### src/rtl/mux_logic_pkg.sv
// ---------------------------------------------------------------------------
// mux_logic_pkg
//   Shared definitions for the mux_logic_pipe block.
//   - OP_W     : width of the operation code
//   - op_e     : operation code encoding
//   - op_apply : bitwise operation evaluated on 64-bit operands; callers
//                zero-extend their operands and keep the low WIDTH bits.
// ---------------------------------------------------------------------------
package mux_logic_pkg;

   localparam int OP_W = 2;

   typedef enum logic [OP_W-1:0] {
      OP_AND  = 2'd0,
      OP_OR   = 2'd1,
      OP_XOR  = 2'd2,
      OP_NAND = 2'd3
   } op_e;

   // Pure bitwise logic: no carries, so evaluating at 64 bits and truncating
   // gives the same low bits as evaluating at any narrower width.
   function automatic logic [63:0] op_apply(input op_e op,
                                            input logic [63:0] x,
                                            input logic [63:0] y);
      logic [63:0] r;
      r = '0;
      case (op)
         OP_AND:  r = x & y;
         OP_OR:   r = x | y;
         OP_XOR:  r = x ^ y;
         OP_NAND: r = ~(x & y);
         default: r = '0;
      endcase
      return r;
   endfunction

endpackage

### src/rtl/mux_logic_pipe.sv
// ---------------------------------------------------------------------------
// mux_logic_pipe
//   Two-stage bitwise logic pipeline with an optional accumulator operand.
//   S1 registers the input beat (op, acc_en, a, b); S2 computes
//   op_apply(op, x, b) and registers the result, where x is the accumulator
//   when the beat has acc_en set and a otherwise.
//
//   Ports
//     clk        in   clock, all state on rising edge
//     rst_n      in   asynchronous active-low reset
//     in_valid   in   input beat valid
//     in_ready   out  block can accept an input beat
//     op         in   operation code (op_e)
//     acc_en     in   use accumulator in place of a
//     acc_clr    in   synchronous accumulator clear (wins over an update)
//     a, b       in   operands, WIDTH bits
//     out_valid  out  result valid
//     out_ready  in   downstream accepts the result
//     result     out  registered result, WIDTH bits
//     txn_count  out  number of results accepted downstream (wraps)
//
//   Handshake: a beat transfers on a port in every cycle where its valid and
//   ready are both high. Once valid is raised the source holds the beat
//   unchanged until it transfers. in_ready never looks at in_valid; it is a
//   combinational function of out_ready and pipeline occupancy only.
// ---------------------------------------------------------------------------
module mux_logic_pipe
   import mux_logic_pkg::*;
#(
   parameter int WIDTH = 8,
   parameter int CNT_W = 16
) (
   input  logic              clk,
   input  logic              rst_n,
   input  logic              in_valid,
   output logic              in_ready,
   input  logic [OP_W-1:0]   op,
   input  logic              acc_en,
   input  logic              acc_clr,
   input  logic [WIDTH-1:0]  a,
   input  logic [WIDTH-1:0]  b,
   output logic              out_valid,
   input  logic              out_ready,
   output logic [WIDTH-1:0]  result,
   output logic [CNT_W-1:0]  txn_count
);

   // S1 contents
   logic              s1_valid;
   op_e               s1_op;
   logic              s1_acc_en;
   logic [WIDTH-1:0]  s1_a;
   logic [WIDTH-1:0]  s1_b;

   logic [WIDTH-1:0]  acc;

   logic              stall;
   logic              s2_load;
   logic [WIDTH-1:0]  x_opnd;
   logic [WIDTH-1:0]  res_next;

   // S2 is blocked only when it holds a beat the consumer is refusing.
   assign stall    = out_valid && !out_ready;
   assign s2_load  = !stall;
   assign in_ready = !(s1_valid && stall);

   // acc is written on the same edge an acc_en beat moves into S2, so the
   // next S1 beat already sees the updated value without a bubble.
   assign x_opnd   = s1_acc_en ? acc : s1_a;
   assign res_next = WIDTH'(op_apply(s1_op, 64'(x_opnd), 64'(s1_b)));

   // Stage 1 register
   always_ff @(posedge clk or negedge rst_n) begin
      if (!rst_n) begin
         s1_valid  <= 1'b0;
         s1_op     <= OP_AND;
         s1_acc_en <= 1'b0;
         s1_a      <= '0;
         s1_b      <= '0;
      end else if (in_ready) begin
         s1_valid <= in_valid;
         if (in_valid) begin
            s1_op     <= op_e'(op);
            s1_acc_en <= acc_en;
            s1_a      <= a;
            s1_b      <= b;
         end
      end
   end

   // Stage 2 register
   always_ff @(posedge clk or negedge rst_n) begin
      if (!rst_n) begin
         out_valid <= 1'b0;
         result    <= '0;
      end else if (s2_load) begin
         out_valid <= s1_valid;
         if (s1_valid) begin
            result <= res_next;
         end
      end
   end

   // Accumulator: a clear wins over an update, and also acts while stalled.
   always_ff @(posedge clk or negedge rst_n) begin
      if (!rst_n) begin
         acc <= '0;
      end else if (acc_clr) begin
         acc <= '0;
      end else if (s2_load && s1_valid && s1_acc_en) begin
         acc <= res_next;
      end
   end

   // Output acceptance counter, wraps naturally at 2^CNT_W.
   always_ff @(posedge clk or negedge rst_n) begin
      if (!rst_n) begin
         txn_count <= '0;
      end else if (out_valid && out_ready) begin
         txn_count <= txn_count + CNT_W'(1);
      end
   end

endmodule

### config.mk
export PLATFORM = sky130hd
export DESIGN_NAME = mux_logic_pipe
export DESIGN_NICKNAME = d
export VERILOG_FILES = /design/src/rtl/mux_logic_pkg.sv /design/src/rtl/mux_logic_pipe.sv
export SDC_FILE = /design/constraint.sdc
export NUM_CORES = 1
export LEC_CHECK = 0
export CAP_MARGIN = 20
export CORE_MARGIN = 3
export CORE_UTILIZATION = 30
export DETAILED_ROUTE_END_ITERATION = 6
export SLEW_MARGIN = 10
export SYNTH_ARGS = -nofsm -noshare
export SYNTH_HDL_FRONTEND = slang
export SYNTH_SLANG_ARGS = --single-unit
export TNS_END_PERCENT = 20
### constraint.sdc
create_clock -name clk -period 1.85 [get_ports clk]
set_clock_uncertainty 0.1 [all_clocks]
set_input_delay 0.555 -clock clk [delete_from_list [all_inputs] [get_ports clk]]
set_output_delay 0.555 -clock clk [all_outputs]
set_load 0.01 [all_outputs]
## Yosys cells after proc, flatten, opt, wreduce, memory -nomap -nowiden

Index checks and enable logic that the tools add are counted.

| storage, ports and cells | value |
|---|---|
| flip-flop bits (word level) | 53 |
| input bits | 24 |
| output and inout port bits | 26 |
| logic and storage cells | 35 |

| cells by class | value |
|---|---|
| $add $sub $neg | 1 |
| eq/ne operators | 3 |
| muxes and demuxes | 4 |
| bitwise logic cells | 6 |
| reductions and logical operators | 12 |

Operator list:

| kind | count |
|---|---|
| one-hot mux 8 bit (4 select lines) | 1 |
| two-way mux 8 bit | 3 |
| adder 16 x 1 -> 16 bit, second input constant | 1 |
| bitwise AND 8 bit | 1 |
| NOT 8 bit | 1 |
| OR 8 bit | 1 |
| XOR 8 bit | 1 |
| logical AND 1 bit | 5 |
| equality test 2 bit, second input constant | 2 |
| AND reduction 2 bit | 2 |
| logical NOT 1 bit | 3 |
| equality test 2 x 1 -> 1 bit, second input constant | 1 |
| logical NOT 2 bit | 1 |
| NOT 1 bit | 2 |
| nonzero test 2 bit | 1 |

## Longest topological paths before layout

Gate-level depths: netlist of the first run.

| depth | value |
|---|---|
| depth after elaboration | 7 |
| depth in mapped cells | 8 |
| gate-level depth less buffers | 7 |

## Worst setup path after synthesis of the first run

OpenSTA, ideal clock, no wires.

| timing | value |
|---|---|
| path type | input-to-reg |
| start point | in out_ready |
| end point | reg s1_a[0] |
| setup time | 0.125 ns |
| arrival time | 1.492 ns |
| data required time | 1.625 ns |
| slack | 0.133 ns |
| cell stages on the path | 4 |
| buffers on the path | 1 |
| cells stage by stage | nand3b_1 nand2_4 buf_6 mux2_4 |

| on the way | value |
|---|---|
| cells in the longest elaborated chain, start to end | 5 |

RTL lines:

| item | RTL line | source |
|---|---|---|
| from (decl) | mux_logic_pipe.sv:43 | `input logic out_ready,` |
| logical NOT 1 bit | mux_logic_pipe.sv:63 | `assign stall = out_valid && !out_ready;` |
| logical AND 1 bit | mux_logic_pipe.sv:63 |  |
| logical AND 1 bit | mux_logic_pipe.sv:65 | `assign in_ready = !(s1_valid && stall);` |
| NOT 1 bit (no source line) | -- |  |
| AND reduction 2 bit (no source line) | -- |  |
| to (signal assigned) | mux_logic_pipe.sv:78 | `s1_a <= '0;` |
| to (signal assigned) | mux_logic_pipe.sv:85 | `s1_a <= a;` |
| to (decl) | mux_logic_pipe.sv:52 | `logic [WIDTH-1:0] s1_a;` |

Every way passes these cells.
A chain may end at the register's enable or synchronous reset.

## Final worst setup path of the first run

| timing | value |
|---|---|
| start point | in out_ready |
| end point | out in_ready |

| on the way | value |
|---|---|
| cells in the longest elaborated chain, start to end | 4 |

RTL lines:

| item | RTL line | source |
|---|---|---|
| logical NOT 1 bit | mux_logic_pipe.sv:63 |  |
| logical AND 1 bit | mux_logic_pipe.sv:63 |  |
| logical AND 1 bit | mux_logic_pipe.sv:65 |  |
| logical NOT 1 bit | mux_logic_pipe.sv:65 |  |
| to (decl) | mux_logic_pipe.sv:36 | `output logic in_ready,` |

Every way passes these cells.

==> results of run 1 <==
## cells by family after synthesis
family                   Yosys count
AO/OA/AOI/OAI                     35
flip-flops                        53
XOR/XNOR                          15
buffers and inverters             33
multiplexers                      33
adder cells (fa/ha/maj)           17
AND/OR/NAND/NOR                   56
## cell usage after synthesis (all sizes together)
cell type  instances  area (µm²)
nor2              21        83.8
xnor2             13         114
mux2              20         263
o21ai              8        40.0
nand2             16        75.1
xor2               2        17.5
dfrtp             53        1330
nand3              6        30.0
nor4               2        42.5
ha                17         213
a21oi             11        55.1
buf                9        67.6
a211oi            16         140
clkbuf             2        8.75
nand4              3        33.8
and3               2        12.5
nor3               1        5.00
mux2i             13         130
nand3b             1        7.51
nand2b             3        18.8
inv               22        82.6
and4               1        8.76
## per-stage QoR
stage	hold WS, ns	util (%)	instance area [µm²]
after floorplan	0.159	-	2780
after global placement	0.363	39.5	3500
after detailed placement	0.362	39.5	3500
after CTS	0.133	41.1	3640
after global routing	0.122	41.3	3660
final	0.110	41.3	3660
## repair_timing
item,4_1_cts,5_1_grt
pin swaps,0,2
resized for setup,31,5
buffers inserted,5,0
setup endpoints to repair,26,7
## metal layers
metal	share of wire [%]	vias to the layer above
li1	-	955
met1	46	938
met2	50	27
met3	3.2	4
met4	0.89	0
met5	0	-
## where the power goes
group | internal (mW) | total [mW] | switching (mW)
combinational | 0.581 | 1.14 | 0.563
sequential | 1.36 | 1.52 | 0.158
clock | 0.545 | 0.946 | 0.401
total | 2.49 | 3.61 | 1.12
## worst max-delay path, delay by kind of cell
kind / cells / cell delay, ns
buffers and inverters: 2 / 0.39
AND/OR/NAND/NOR: 1 / 0.17
## area by class of cell
type,count,share of cell area [%]
Clock buffer,5,1.88
Multi-Input combinational cell,156,35.8
Clock inverter,3,1.88
Tap cell,108,3.70
Inverter,22,2.26
Timing Repair Buffer,71,18.1
Sequential cell,53,36.3
## worst paths after layout
check	endpoint	slack, ns	depth (start not counted)
setup / recovery	in_ready	0.08	3
hold / removal	txn_count[11]	0.11	2
max in group asynchronous	s1_b[0]	1.28	2
setup reg to reg	result[2]	0.11	8
hold reg to reg	txn_count[15]	0.37	1
min in group clk	txn_count[15]	0.37	1
## flip-flops by register name, indices dropped and copies added, names as in the netlist
| register | cells |
|---|---|
| acc | 8 |
| out_valid | 1 |
| result | 8 |
| s1_a | 8 |
| s1_acc_en | 1 |
| s1_b | 8 |
| s1_op | 2 |
| s1_valid | 1 |
| txn_count | 16 |
==> flow_metrics.py, run 1 <==
metrics = {
    "finish": {
        "final_cell_mix": "dfrtp_1, dlygate4sd2_1, inv_1",
        "finalNetCount": 350,
        "final_cells": 418,
        "diodes": 0,
        "drive_gt1_share_pct": 22.3,
        "area_growth_pct": 31.7,
        "layout_commonest_cell": "dfrtp_1",
        "n_fill_cell": 868,
        "multiInputGateArea_mm2": 0.00131,
        "seq_area_mm2": 0.00133,
    },
    "logic_synthesis": {
        "avgSynthCellArea_um2": 11.5,
        "synth_area_mm2": 0.00278,
        "synth-simple-area-share_pct": 11.5,
        "synth.net_count": 283,
        "synth.mux.area_fraction_pct": 14.2,
        "synth.yosys.seq_area_share_pct": 47.8,
        "netlist_instances": 242,
        "synth_seq_cells": 53,
        "synth_adder_area_share_pct": 7.66,
        "ys_types": 32,
        "yosys_warnings": 0,
        "synth_compound_area_share_pct": 8.48,
        "synth_top_family_by_area": "multiplexers",
        "synthXorXnorAreaFrac_pct": 4.73,
    },
    "clocking": {
        "cts_tree": "yes",
        "htreeDepth": 2,
        "clk_pin_slew_ns": 0.11,
        "holdBufCountCts": 0,
        "clock_latency_ns": 0.31,
        "cts_made_buffers": 5,
        "cts.path.max_buffers": 2,
        "cts_root_buf": "clkbuf_8",
        "cts.sinks": 53,
    },
    "placement": {
        "dp_cells": 405,
        "portBuffers": 49,
        "pre_cts_slack_ns": -0.499,
        "dp_hpwl_mm": 4.12,
        "gp_congestion": 0.714,
    },
    "sta": {
        "tightest_slew_ns": 0.567,
        "hold_viol": 0,
        "setup-violations-final": 0,
        "max_freq_mhz": 566,
        "min_period_ns": 1.77,
        "finalWorstSetupSlack_ns": 0.0834,
        "final-max-slew-violation-count": 0,
        "rsz0062_at_grt": "yes",
        "slew_headroom_pct": 62.2,
        "fin_crit_sh_pct": 95.5,
        "finalSetupTns_ns": 0,
    },
    "route": {
        "ant_nets": 0,
        "wirelength_mm": 5.52,
        "first_pass_iters": 6,
        "avgRoutedWirePerCell_um": 13.2,
        "first_iter_violations": 58,
        "drc": 0,
        "routed-via-count": 1924,
        "routed_via_density": 4.60,
    },
    "global_routing": {
        "grt_start_max_net_pins": 54,
        "grt_overflow": 0,
        "grt_pass1_vias": 1977,
        "gr-max-usage-layer": "met2",
        "met2_usage_pct": 19.8,
        "grt_antenna_before_repair": 0,
        "grtUsageMet1_pct": 14.2,
        "track_usage_pct": 11.3,
        "use_met3_pct": 2.32,
        "grt_pass1_wl_mm": 9.40,
    },
    "critical_path": {
        "start_kind": "input pin",
        "cp-startpoint": "out_ready",
        "r2r_start": "s1_acc_en",
        "cp-end-kind": "primary output",
        "slowest_stage": "dlygate4sd2_1",
        "crit_chain": "dlygate4sd2_1 > nand3b_1 > buf_2",
        "crit_type": "in -> out",
        "cp_slowest_stage_delay_ns": 0.24,
        "cp_data_arrival_time_ns": 1.11,
        "worstPathMaxFanout": 2,
        "critPathRequiredTime_ns": 1.19,
    },
    "power_and_ir_drop": {
        "p_per_area_mw_per_mm2": 988,
        "peakVddDrop_uv": 546,
        "leakagePower_nw": 1.77,
        "finalPower_mw": 3.61,
    },
    "die": {
        "fp.dieW_um": 102,
        "dieHeight_um": 102,
        "start_util_pct": 31.4,
        "die-area_mm2": 0.0104,
        "core-area_mm2": 0.00885,
        "rows": 34,
        "ios": 50,
    },
    "status": {
        "status": "complete, no violations",
    },
    "min_path": {
        "hold_path_class": "in -> async",
    },
    "job": {
        "cap_violations": 0,
    },
}
(Power assumes the default switching activity.)
==> inputs of run 2 (changes only) <==
CORE_MARGIN = 1   (was 3)
==> run 2 against run 1 <==
Compared with the run above: the flow now finishes with violations (design-rule violations); power is 4.6% lower; die area decreased by 7.7%; combinational power hardly changed; non-clock buffer count is 4 higher; sequential power about the same; via count rose by 0.21%; critical endpoint is now result[6]; critical path depth increased by 4; highest routed layer unchanged.
==> flow_metrics.py, run 2 (synthesis gave the netlist of run 1 again) <==
metrics = {
    "sta": {
        "whs_ns": 0.127,
        "min_period_ns": 1.77,
        "fin_crit_sh_pct": 95.5,
        "slew_headroom_pct": 59.7,
        "tightest_slew_ns": 0.605,
        "setup-violations-final": 0,
        "hold_viol": 0,
        "final-max-slew-violation-count": 0,
        "max_freq_mhz": 566,
        "rsz0062_at_grt": "yes",
    },
    "power_and_ir_drop": {
        "p_clk_share_pct": 22.3,
        "finalPower_mw": 3.45,
        "switching_power_mw": 1.09,
        "p_seq_share_pct": 43.8,
        "combPwrFrac_pct": 33.9,
        "internal-power_mw": 2.36,
        "sw_frac_of_total_pct": 31.6,
        "p_per_area_mw_per_mm2": 942,
        "peakVddDrop_uv": 334,
        "leakagePower_nw": 1.79,
    },
    "global_routing": {
        "grt_start_max_net_pins": 54,
        "grt_pass1_wl_mm": 9.33,
        "track_usage_pct": 12.1,
        "grt_overflow": 0,
        "grt_antenna_before_repair": 0,
        "grt_pass1_vias": 1912,
    },
    "finish": {
        "layout_commonest_cell": "dfrtp_1",
        "area_growth_pct": 31.8,
        "final_cell_mix": "dfrtp_1, dlygate4sd2_1, inv_1",
        "largest_reg_flops": 16,
        "design_area_mm2": 0.00366,
        "n_fill_cell": 876,
        "drive_gt1_share_pct": 22.0,
        "largest_register": "txn_count",
        "diodes": 0,
        "finalNetCount": 354,
    },
    "status": {
        "failed_checks": "design-rule violations",
        "status": "complete, but fails checks",
    },
    "route": {
        "avgRoutedWirePerCell_um": 12.9,
        "ant_nets": 0,
        "first_iter_violations": 47,
        "drc": 2,
        "wirelength_mm": 5.43,
        "routed_via_density": 4.58,
        "first_pass_iters": 7,
        "routed-via-count": 1928,
    },
    "die": {
        "start_util_pct": 31.4,
        "dieHeight_um": 98.2,
        "die-area_mm2": 0.00964,
        "rows": 34,
        "core-area_mm2": 0.00885,
        "fp.dieW_um": 98.2,
        "ios": 50,
    },
    "clocking": {
        "htreeDepth": 2,
        "cts.path.max_buffers": 2,
        "cts_made_buffers": 5,
        "cts_tree": "yes",
        "clock_latency_ns": 0.30,
        "cts.sinks": 53,
        "cts_root_buf": "clkbuf_8",
        "holdBufCountCts": 0,
        "clk_pin_slew_ns": 0.09,
    },
    "critical_path": {
        "rrSetupSlack_ns": 0.08,
        "critPathRequiredTime_ns": 1.94,
        "crit_chain": "buf_12 > mux2i_1 > ha_1 > nor2_1 > a21oi_1 > a21oi_1 > o21ai_0",
        "r2r-end": "result[6]",
        "worstPathMaxFanout": 9,
        "cp_data_arrival_time_ns": 1.86,
        "r2r_start": "s1_acc_en",
        "crit_top_cell": "a21oi_1",
        "start_kind": "flip-flop",
        "r2r_cells": 7,
        "cp-end-kind": "flip-flop",
        "cp_slowest_stage_delay_ns": 0.39,
        "slowest_stage": "dfrtp_1",
        "crit_type": "reg -> reg",
    },
    "job": {
        "cap_violations": 0,
    },
    "placement": {
        "dp_hpwl_mm": 3.98,
        "portBuffers": 49,
        "gp_congestion": 0.736,
        "place_area_mm2": 0.00353,
    },
    "min_path": {
        "hold_path_class": "in -> async",
    },
}
run 2: power groups by stage:
stage               logic, mW  clock network [mW]  registers (mW)
global placement         1.20                   0            1.55
global route             1.30               0.845            1.54
finish                   1.17               0.768            1.51
CTS                      1.19               0.794            1.52
detailed placement       1.24                   0            1.55
floorplan               0.619                   0            1.60
run 2: stage by stage:
step                utilization (%)  setup slack (ns)  setup TNS (ns)  cells
floorplan                         -             0.133               0    242
global placement               39.9            -0.601          -11.83    408
detailed placement             39.9            -0.617          -13.08    408
CTS                            41.2           0.00448               0    421
global route                   41.3           -0.0571          -0.379    421
finish                         41.3            0.0829               0    421
run 2: area by class of cell:
class	count	area [µm²]	area share, %
tap	108	135	3.69
clock inverter	2	35.0	0.958
multi-input combinational	156	1300	35.5
inverter	22	82.6	2.26
timing repair buffer	75	712	19.5
clock buffer	5	68.8	1.88
sequential	53	1330	36.3
run 2: routing by layer:
| metal | up-vias | share of wire [%] | wire length [µm] | global-route usage, % |
|---|---|---|---|---|
| met5 | - | 0 | 0 | 0 |
| met4 | 0 | 1.5 | 81 | 4.13 |
| met3 | 7 | 3.3 | 177 | 2.08 |
| met2 | 26 | 49 | 2640 | 20.5 |
| met1 | 934 | 47 | 2520 | 15.7 |
| li1 | 961 | - | - | - |
run 2: repair_timing:
| item | CTS | global route |
|---|---|---|
| resized for setup | 31 | 3 |
| setup buffers | 6 | 0 |
| setup endpoints to repair | 43 | 17 |
| pin swaps | 0 | 3 |
run 2: worst max path at each step:
stage	startpoint	endpoint	slack, ns	cells after the start
finish	s1_acc_en	result[6]	0.08	7
global route	s1_acc_en	result[6]	-0.06	7
CTS	result[7]	result[7]	0.004	1
detailed placement	out_ready	in_ready	-0.62	3
global placement	out_ready	in_ready	-0.60	3
floorplan	out_ready	s1_a[0]	0.13	4
run 2: worst max-delay path: cells and delay by family, from the launching register on:
kind	cells	cell delay (ns)
mux	1	0.24
flops	1	0.39
buf+inv	1	0.16
fa+ha+maj	1	0.26
compound gates	3	0.39
simple gates	1	0.11
==> inputs of run 3 (changes only) <==
GPL_TIMING_DRIVEN = 0   (was not set)
==> run 3 against run 2 <==
Compared with the run above: the flow still finishes with violations (design-rule violations); maximum frequency fell by 1.4%; routed wire length rose by 7.9%; cell count fell by 0.71%; critical path type is now in -> out; critical endpoint is now in_ready; largest cell class unchanged.
==> flow_metrics.py, run 3 (synthesis gave the netlist of run 1 again) <==
metrics = {
    "clocking": {
        "htreeDepth": 2,
        "clk_pin_slew_ns": 0.10,
        "cts.path.max_buffers": 2,
        "cts_made_buffers": 5,
        "cts_root_buf": "clkbuf_8",
        "clock_latency_ns": 0.30,
        "cts_tree": "yes",
        "holdBufCountCts": 0,
        "cts.sinks": 53,
    },
    "global_routing": {
        "grt_start_max_net_pins": 33,
        "grt_pass1_vias": 2118,
        "grt_antenna_before_repair": 0,
        "track_usage_pct": 13.4,
        "grt_overflow": 0,
        "grt_pass1_wl_mm": 10.3,
    },
    "critical_path": {
        "worst-path-buf-inv": 2,
        "crit_type": "in -> out",
        "critical_path.top_delay_family": "buffers and inverters",
        "rrSetupSlack_ns": 0.08,
        "r2r-end": "result[6]",
        "r2r_start": "s1_acc_en",
        "cp_data_arrival_time_ns": 1.14,
        "cp-end-kind": "primary output",
        "start_kind": "input pin",
        "crit_chain": "clkdlybuf4s15_2 > nand3b_1 > buf_2",
        "r2r_cells": 8,
        "critPathRequiredTime_ns": 1.19,
        "worstPathMaxFanout": 4,
        "cp_slowest_stage_delay_ns": 0.22,
        "slowest_stage": "clkdlybuf4s15_2",
    },
    "sta": {
        "slew_headroom_pct": 60.7,
        "fin_crit_sh_pct": 96.9,
        "min_period_ns": 1.79,
        "hold_viol": 0,
        "finalWorstSetupSlack_ns": 0.0573,
        "setup-violations-final": 0,
        "tightest_slew_ns": 0.589,
        "max_freq_mhz": 558,
        "rsz0062_at_grt": "yes",
        "final-max-slew-violation-count": 0,
    },
    "finish": {
        "final_cells": 418,
        "area_growth_pct": 29.7,
        "finalNetCount": 351,
        "layout_commonest_cell": "dfrtp_1",
        "drive_gt1_share_pct": 23.2,
        "diodes": 0,
        "n_fill_cell": 880,
        "multiInputGateArea_mm2": 0.00132,
        "largest_reg_flops": 16,
        "largest_register": "txn_count",
        "seq_area_mm2": 0.00133,
        "final_cell_mix": "dfrtp_1, dlygate4sd2_1, inv_1",
    },
    "power_and_ir_drop": {
        "leakagePower_nw": 1.73,
        "peakVddDrop_uv": 354,
        "p_per_area_mw_per_mm2": 940,
    },
    "placement": {
        "dp_hpwl_mm": 4.22,
        "dp_cells": 399,
        "pre_cts_slack_ns": -0.770,
        "portBuffers": 48,
        "gp_congestion": 0.706,
    },
    "route": {
        "first_pass_iters": 6,
        "wirelength_mm": 5.85,
        "ant_nets": 0,
        "avgRoutedWirePerCell_um": 14.0,
        "drc": 2,
        "routed_via_density": 4.61,
        "routed-via-count": 1927,
        "first_iter_violations": 80,
    },
    "status": {
        "failed_checks": "design-rule violations",
        "status": "complete, but fails checks",
    },
    "job": {
        "cap_violations": 0,
    },
    "die": {
        "start_util_pct": 31.4,
        "fp.dieW_um": 98.2,
        "ios": 50,
        "die-area_mm2": 0.00964,
        "rows": 34,
        "dieHeight_um": 98.2,
        "core-area_mm2": 0.00885,
    },
    "min_path": {
        "hold_path_class": "in -> async",
    },
}
-- run 3: cell types whose count changed in the layout (fill, tap and decap cells not counted), moves of 4 or more --
cell / previous run / this run
buf_4: 21 / 13
dfrtp_1: 53 / 49
dfrtp_2: 0 / 4
buf_12: 5 / 1
-- run 3: per-stage QoR --
step	cell area (µm²)	utilization, %	setup TNS, ns	power [mW]	hold slack [ns]
after global routing	3600	40.7	-0.280	3.64	0.145
after CTS	3560	40.2	0	3.40	0.126
after floorplan	2780	-	0	2.22	0.159
final	3600	40.7	0	3.38	0.111
after detailed placement	3410	38.5	-17.37	2.71	0.367
after global placement	3390	38.3	-97.29	2.68	0.363
-- run 3: metal layers --
layer	GRT usage (%)	wire length, µm	vias to the layer above
met5	0	0	-
met4	3.67	36	0
li1	-	-	958
met1	17.3	2760	944
met2	23.3	2920	23
met3	1.93	143	2
-- run 3: power by group --
group	internal [mW]	total, mW	switching [mW]
Clock	0.297	0.672	0.375
Combinational	0.600	1.22	0.619
Sequential	1.37	1.49	0.125
Total	2.27	3.38	1.12
-- run 3: final cells by class --
class | count | share of cell area [%]
Buffer | 11 | 2.40
Timing Repair Buffer | 61 | 15.3
Tap cell | 108 | 3.75
Multi-Input combinational cell | 156 | 36.8
Clock inverter | 1 | 0.209
Sequential cell | 53 | 37.0
Inverter | 22 | 2.29
Clock buffer | 6 | 2.29
-- run 3: worst max-delay path by stage --
stage / start / slack (ns) / cells past startpoint / endpoint
after detailed placement: out_ready / -0.77 / 3 / in_ready
after CTS: s1_acc_en / 0.04 / 7 / acc[3]
final: out_ready / 0.06 / 3 / in_ready
after global placement: rst_n / -1.54 / 1 / s1_b[7]
after global routing: s1_acc_en / -0.07 / 8 / result[6]
after floorplan: out_ready / 0.13 / 4 / s1_a[0]
-- run 3: timing repair --
action                     CTS  global route
resized for setup           37             9
setup endpoints to repair   54            15
hold endpoints to repair     0             0
pin swaps                    0             1
setup buffers               12             0
-- run 3: worst register-to-register path, cell delays in order (launching register included) --
cell	delay [ns]
dfrtp_1	0.37
buf_8	0.17
mux2i_4	0.25
inv_1	0.06
ha_1	0.19
nor2_1	0.11
a211oi_1	0.06
a21oi_1	0.24
o21ai_0	0.11
